### config.mk
export PLATFORM = sky130hd
export DESIGN_NAME = sram_arbiter
export DESIGN_NICKNAME = d
export VERILOG_FILES = /design/src/rtl/sram_arbiter.sv
export SDC_FILE = /design/constraint.sdc
export NUM_CORES = 1
export LEC_CHECK = 0
export ABC_AREA = 1
export BUFFER_PORTS_ARGS = -buffer_cell sky130_fd_sc_hd__buf_2
export CORE_MARGIN = 5
export CORE_UTILIZATION = 30
export CTS_BUF_LIST = sky130_fd_sc_hd__clkbuf_16
export DETAILED_ROUTE_END_ITERATION = 10
export HOLD_SLACK_MARGIN = 0.06
export PLACE_DENSITY = 0.55
export SLEW_MARGIN = 20
export SYNTH_ARGS = -nofsm -noshare
export SYNTH_HDL_FRONTEND = slang
export SYNTH_SLANG_ARGS = --single-unit
### constraint.sdc
create_clock -name clk -period 1.8 [get_ports clk]
set_input_delay 0.27 -clock clk [delete_from_list [all_inputs] [get_ports clk]]
set_output_delay 0.27 -clock clk [all_outputs]
set_load 0.1 [all_outputs]
### src/rtl/sram_arbiter.sv
// Round-robin arbiter sharing one SRAM controller between the data port (D) and the
// instruction fetch port (I). Returns a one-cycle completion pulse and latched read data.
module sram_arbiter #(
  parameter int ADDR_W  = 32,
  parameter int WDATA_W = 32,
  parameter int RDATA_W = 64
) (
  input  logic               clk,
  input  logic               rst,
  input  logic               d_rd_req,
  input  logic               d_wr_req,
  input  logic [ADDR_W-1:0]  d_address,
  input  logic [WDATA_W-1:0] d_wdata,
  output logic [RDATA_W-1:0] d_rdata,
  output logic               d_ready,
  input  logic               i_rd_req,
  input  logic [ADDR_W-1:0]  i_address,
  output logic [RDATA_W-1:0] i_rdata,
  output logic               i_ready,
  output logic               sram_rd_en,
  output logic               sram_wr_en,
  output logic [ADDR_W-1:0]  sram_address,
  output logic [WDATA_W-1:0] sram_wdata,
  input  logic [RDATA_W-1:0] sram_rdata,
  input  logic               sram_ready
);

  // state  | meaning
  // IDLE   | no access in flight; arbitrate masked requests
  // BUSY_D | port D access presented to SRAM, waiting for sram_ready
  // BUSY_I | port I read presented to SRAM, waiting for sram_ready
  typedef enum logic [1:0] {IDLE, BUSY_D, BUSY_I} state_t;

  state_t state;
  logic   last_grant_i;
  logic   d_req_v;
  logic   i_req_v;
  logic   grant_d;
  logic   grant_i;

  // A port whose ready pulse is high this cycle is still holding its old request.
  assign d_req_v = (d_rd_req | d_wr_req) & ~d_ready;
  assign i_req_v = i_rd_req & ~i_ready;
  assign grant_d = d_req_v & (~i_req_v | last_grant_i);
  assign grant_i = i_req_v & ~grant_d;

  always_ff @(posedge clk) begin
    if (rst) begin
      state        <= IDLE;
      last_grant_i <= 1'b1;
      sram_rd_en   <= 1'b0;
      sram_wr_en   <= 1'b0;
      sram_address <= '0;
      sram_wdata   <= '0;
      d_rdata      <= '0;
      i_rdata      <= '0;
      d_ready      <= 1'b0;
      i_ready      <= 1'b0;
    end else begin
      d_ready <= 1'b0;
      i_ready <= 1'b0;
      case (state)
        IDLE: begin
          if (grant_d) begin
            state        <= BUSY_D;
            last_grant_i <= 1'b0;
            sram_wr_en   <= d_wr_req;
            sram_rd_en   <= ~d_wr_req;
            sram_address <= d_address;
            sram_wdata   <= d_wdata;
          end else if (grant_i) begin
            state        <= BUSY_I;
            last_grant_i <= 1'b1;
            sram_wr_en   <= 1'b0;
            sram_rd_en   <= 1'b1;
            sram_address <= i_address;
            sram_wdata   <= '0;
          end
        end
        BUSY_D: begin
          if (sram_ready) begin
            state      <= IDLE;
            sram_rd_en <= 1'b0;
            sram_wr_en <= 1'b0;
            d_ready    <= 1'b1;
            if (sram_rd_en) d_rdata <= sram_rdata;
          end
        end
        BUSY_I: begin
          if (sram_ready) begin
            state      <= IDLE;
            sram_rd_en <= 1'b0;
            sram_wr_en <= 1'b0;
            i_ready    <= 1'b1;
            i_rdata    <= sram_rdata;
          end
        end
        default: state <= IDLE;
      endcase
    end
  end

endmodule
# ---- Word level (Yosys, flattened, before mapping)
# Cells that the tools add are included.
# Widths: inputs -> output; s select.
dict set report op_classes {
  n_eq_ne 4
  mux 17
  bitwise 13
  reduce_logical 11
}
# cell count
set ops {}
lappend ops {{$mux 32} 4}
lappend ops {{$mux 1} 7}
lappend ops {{$not 1->1} 7}
lappend ops {{$mux 2} 3}
lappend ops {{$reduce_and 2->1} 3}
lappend ops {{$reduce_and 3->1} 2}
lappend ops {{$reduce_or 2->1} 3}
lappend ops {{$and 1x1->1} 4}
lappend ops {{$pmux 1 s2} 2}
lappend ops {{$pmux 2 s2} 1}
lappend ops {{$reduce_bool 2->1} 2}
lappend ops {{$ne 3x3->1 const B} 1}
lappend ops {{$eq 2x1->1 const B} 1}
lappend ops {{$eq 2x2->1 const B} 1}
lappend ops {{$logic_not 2->1} 1}
lappend ops {{$ne 2x1->1 const B} 1}
lappend ops {{$or 1x1->1} 2}
dict set report word_totals {
  reg_bits 199
  wordCells 55
}

# ---- Longest topological paths before layout
dict set report depth {
  ltp_word 10
  depth_mapped 9
  ltp_nobuf 9
}

# ---- Worst setup path before layout
# No wires, ideal clock.
dict set report synth_path {
  path_kind {register -> register}
  startpoint {register i_ready}
  endpoint {register sram_wdata[25]}
  setup_ns 0.071
  arrival_time_ns 1.829
  required_ns 1.729
  slack_ns -0.099
  path_stages_with_launch 8
  n_path_buf 1
  synth_period_minus_slack_ns 1.899
  cell_sequence {dfxtp_1 > inv_1 > nand3b_2 > nand2_2 > nor2_4 > buf_4 > nand2_1 > a21oi_1}
}
dict set report synth_via {
  elab_chain_len 9
}
# element line
set synth_lines {}
lappend synth_lines {{start: declaration} 19} ;# output logic i_ready,
lappend synth_lines {{start signal: assignment} 58} ;# i_ready <= 1'b0;
lappend synth_lines {{start signal: assignment} 61} ;# i_ready <= 1'b0;
lappend synth_lines {{start signal: assignment} 94} ;# i_ready <= 1'b1;
lappend synth_lines {{$not 1->1 (*)} 43} ;# assign i_req_v = i_rd_req & ~i_ready;
lappend synth_lines {{$and 1x1->1 (*)} 43}
lappend synth_lines {{$not 1->1} 44} ;# assign grant_d = d_req_v & (~i_req_v | last_grant_i);
lappend synth_lines {{$or 1x1->1} 44}
lappend synth_lines {{$and 1x1->1} 44}
lappend synth_lines {{$not 1->1} 45} ;# assign grant_i = i_req_v & ~grant_d;
lappend synth_lines {{$and 1x1->1} 45}
lappend synth_lines {{$reduce_bool 2->1 (no line)} -}
lappend synth_lines {{$reduce_and 2->1 (no line)} -}
lappend synth_lines {{end signal: assignment} 70} ;# sram_wdata <= d_wdata;
lappend synth_lines {{end: declaration} 23} ;# output logic [WDATA_W-1:0] sram_wdata,
# Every way passes the cells marked *; elsewhere a longest branch is shown, timed or not.
# A chain may end at the register's enable or synchronous reset.

# ---- Worst setup path in the final report
dict set report layout_path {
  startpoint {register state[1]}
  endpoint {register sram_wr_en}
}
dict set report layout_via {
  elab_chain_len 4
}
# element line
set layout_lines {}
lappend layout_lines {{start: declaration} 34} ;# state_t state;
lappend layout_lines {{start signal: assignment} 49} ;# state <= IDLE;
lappend layout_lines {{start signal: assignment} 65} ;# state <= BUSY_D;
lappend layout_lines {{start signal: assignment} 72} ;# state <= BUSY_I;
lappend layout_lines {{$eq 2x2->1 / $eq 2x1->1 (equally long branches)} 62} ;# case (state)
lappend layout_lines {{$reduce_or 2->1 (no line)} -}
lappend layout_lines {{$ne 2x1->1 (no line) / $reduce_bool 2->1 (equally long branches)} -}
lappend layout_lines {{$reduce_and 3->1 (no line)} -}
lappend layout_lines {{end signal: assignment} 67} ;# sram_wr_en <= d_wr_req;
lappend layout_lines {{end: declaration} 21} ;# output logic sram_wr_en,
# Parallel ways exist; a longest one is shown, timed or not.

==> summary.txt <==
======================================================================================================
Maximum number of pins on one net before global-route repair ............................           88
Critical path class ..................................................................... register to register
Worst Hold Launch .......................................................................   d_wdata[0]
Cell seen most often among critical-path stages ......................................... sky130_fd_sc_hd__inv_1
Worst slew margin .......................................................................        65.1%
Maximum clock rate ......................................................................    0.633 GHz
Slowest cell on the critical path ....................................................... sky130_fd_sc_hd__dfxtp_1
Arrival time at the worst endpoint ......................................................      1.87 ns
Synth async-reset ratio .................................................................           0%
Proportion of synthesized chip area in sequential cells .................................        54.7%
Worst r2r src ........................................................................... state[1]$_SDFFE_PP0P_
Clock period minus final worst setup slack ..............................................      1.58 ns
Most repeated cell in the gate-level netlist after synthesis ............................ sky130_fd_sc_hd__dfxtp_1
Top area cells in the synthesized netlist ............................................... sky130_fd_sc_hd__dfxtp_1 55%, sky130_fd_sc_hd__a21oi_1 11%, sky130_fd_sc_hd__o21ai_0 11%, sky130_fd_sc_hd__nor2_1 7.0%, sky130_fd_sc_hd__nand2_1 4.0%
Number of distinct standard cells referenced by the synthesized netlist .................           19
Final Hold Viols ........................................................................            0
Congestion Overflow GR ..................................................................            0
Final cell utilization of the core ......................................................        42.3%
Maximum buffer depth of the clock tree ..................................................            2
Number of standard-cell rows in the floorplan ...........................................           57
TritonCTS buffer count ..................................................................           17
Final number of setup-violating endpoints ...............................................            0
Seq cells post-synth ....................................................................          199
Delay contributed by the slowest stage of the critical path .............................      0.39 ns
Worst ir drop on vdd ....................................................................   0.000851 V
Fin worst setup slack ...................................................................     0.220 ns
WL per Instance .........................................................................      15.1 um
WP data required ........................................................................      2.09 ns
Die Outline Area ........................................................................  0.0275 mm^2
Count of yosys warnings during synthesis ................................................            0
Max-Cap Viols ...........................................................................            0
Non-filler instance count after layout ..................................................         1610
Leakage Power ...........................................................................      4.71 nW
Final TNS setup .........................................................................         0 ns
Vias in the first global route ..........................................................         7259
Syn Area/Cell ...........................................................................    7.84 um^2
Reg2Reg Depth ...........................................................................            8
Launching element type of the critical path .............................................     register
Chip Width ..............................................................................       166 um
Post-DP HPWL ............................................................................     17100 um
Cell family contributing the most delay on the critical path ............................ simple AND/OR/NAND/NOR gates
Net count after synthesis ...............................................................         1100
Cell-by-cell listing of the critical path ............................................... inv_1, ha_1, inv_1, or2_2, nand3_1, nand2_1, o21ai_0, nor2_1
Count of buffering cells on the critical path with inverters included ...................            2
Areal power density over the cells ...................................................... 1710 mW/mm^2
Cell type contributing the most total cell area after synthesis ......................... sky130_fd_sc_hd__dfxtp_1
Starting density of the core ............................................................        30.2%
Placement Setup Slack ...................................................................     0.298 ns
Hold Crit Endpoint ...................................................................... sram_wdata[0]$_SDFFE_PP0P_
Fin. max-slew vios ......................................................................            0
IO buf count ............................................................................          361
Setup repair after global routing missed its margin .....................................           no
Via Count ...............................................................................         7380
Final #Nets .............................................................................         1441
Cell count after synthesis ..............................................................          930
Buffer count from post-CTS setup fixing .................................................            0
Clock tree from TritonCTS ...............................................................         done
End of the worst register-to-register path .............................................. sram_wr_en$_SDFFE_PP0P_
Post-cts repair resize count ............................................................            0
Final routed wirelength across all metal layers .........................................     24400 um
Most instantiated cells after synthesis ................................................. 199 x sky130_fd_sc_hd__dfxtp_1, 162 x sky130_fd_sc_hd__a21oi_1, 162 x sky130_fd_sc_hd__o21ai_0
Post-synth EDFFs ........................................................................            0
Root buffer selected by CTS ............................................................. sky130_fd_sc_hd__clkbuf_16
Ports placed on the boundary ............................................................          362
Antenna violations before repair ........................................................            3
Setup skew after layout .................................................................    0.0187 ns
Number of vias per cell .................................................................         4.58
Layout cell share with drive strength beyond 1 ..........................................        32.7%
FF-to-FF setup slack ....................................................................      0.22 ns
Floorplan die height ....................................................................       166 um
Final routed DRC violation total ........................................................            0
Count of hold buffers inserted by post-cts repair .......................................           15
DR iter-0 viols .........................................................................          429
Dominant synthesized flop cell .......................................................... sky130_fd_sc_hd__dfxtp_1
Synth-to-layout area growth .............................................................        40.0%
Measured slew at the worst slew-check pin ...............................................     0.527 ns
Core area ...............................................................................  0.0241 mm^2
Run status .............................................................................. complete, no violations
Later-pin clock latency in the skew report ..............................................      0.43 ns
First drt pass iteration count ..........................................................            4
Global placer's final weighted congestion ...............................................        0.801
Yosys top cell area share ...............................................................        54.7%
Post-Place Cells ........................................................................         1561
Hold Worst Slack ........................................................................    0.0817 ns
Post-synthesis instance area ............................................................ 0.00729 mm^2
Number of cells on the worst hold path ..................................................            3
First-pass GRT wire length ..............................................................     38800 um
Clock sink count ........................................................................          199
Hold Crit Class ......................................................................... input pin to register
Period utilisation layout ...............................................................        87.8%
Type of destination of the critical path ................................................     register
Clock transition at the register clock pins on the worst setup and hold paths after CTS .      0.09 ns
Number of H-tree branching levels .......................................................            4
Antenna violation net count after detailed routing ......................................            0
CP max FO ...............................................................................            4
Overall global routing resource usage ...................................................        17.0%
======================================================================================================
==> final cells by class <==
class	instances	area, um^2
tap	324	405
clock buffer	17	425
multi-input combinational	585	2730
inverter	76	287
timing repair buffer	392	2200
clock inverter	15	161
sequential	199	3990
fill	2628	13900
antenna	2	5.00
==> layout by cell type, fill, tap and decap left out, drive strengths merged <==
master,count
nand3b,1
nor2,137
clkbuf,17
a21oi,162
ha,4
diode,2
buf,377
dfxtp,199
o21ai,163
nand2,79
clkinv,8
nand3,38
or2,1
inv,83
dlygate4sd3,15
==> routing by layer <==
metal | up-vias | track usage (%) | share of wire [%]
met5 | - | 0 | 0.086
met3 | 20 | 7.38 | 9.2
met2 | 283 | 28.1 | 46
li1 | 3723 | - | -
met1 | 3350 | 20.8 | 44
met4 | 4 | 3.41 | 1.1
==> cells by family after synthesis <==
family                   synth area share (%)
AO/OA/AOI/OAI                            22.3
adder cells (fa/ha/maj)                 0.687
buffers and inverters                    8.12
flip-flops                               54.7
AND/OR/NAND/NOR                          14.2
==> worst min-delay path, delay by kind of cell <==
family                 cells  cell delay, ns
AND/OR/NAND/NOR            1            0.06
AO/OA/AOI/OAI              1            0.05
buffers and inverters      1            0.10
==> how the worst max path moves through the flow <==
stage                              from  cells after the start  slack [ns]                          to
2_1_floorplan        i_ready$_SDFF_PP0_                      8        0.24  sram_wdata[0]$_SDFFE_PP0P_
3_3_place_gp      state[1]$_SDFFE_PP0P_                      8        0.32     sram_wr_en$_SDFFE_PP0P_
3_5_place_dp      state[1]$_SDFFE_PP0P_                      8        0.30     sram_wr_en$_SDFFE_PP0P_
4_1_cts        d_rdata[30]$_SDFFE_PP0P_                      1        0.20                 d_rdata[30]
5_1_grt           state[1]$_SDFFE_PP0P_                      9        0.09     sram_rd_en$_SDFFE_PP0P_
6_report          state[1]$_SDFFE_PP0P_                      8        0.22     sram_wr_en$_SDFFE_PP0P_
==> flip-flops by register name, indices dropped and copies added, names as in the netlist <==
signal	cells
d_rdata	64
i_rdata	64
sram_address	32
sram_wdata	32
state	2
d_ready	1
i_ready	1
last_grant_i	1
sram_rd_en	1
sram_wr_en	1
==> per-stage QoR <==
stage                     total power, mW  cell area [um^2]
after floorplan                      12.2              7290
after global placement               13.7              9460
after detailed placement             13.8              9460
after CTS                            17.7             10200
after global routing                 18.3             10200
final                                17.5             10200
==> where the power goes <==
| part | internal [mW] | total (mW) | switching, mW |
|---|---|---|---|
| logic | 1.40 | 8.19 | 6.80 |
| registers | 5.11 | 5.47 | 0.359 |
| clock network | 1.86 | 3.79 | 1.93 |
| total | 8.37 | 17.5 | 9.08 |
Note: power is estimated with default switching activity, not from simulation.
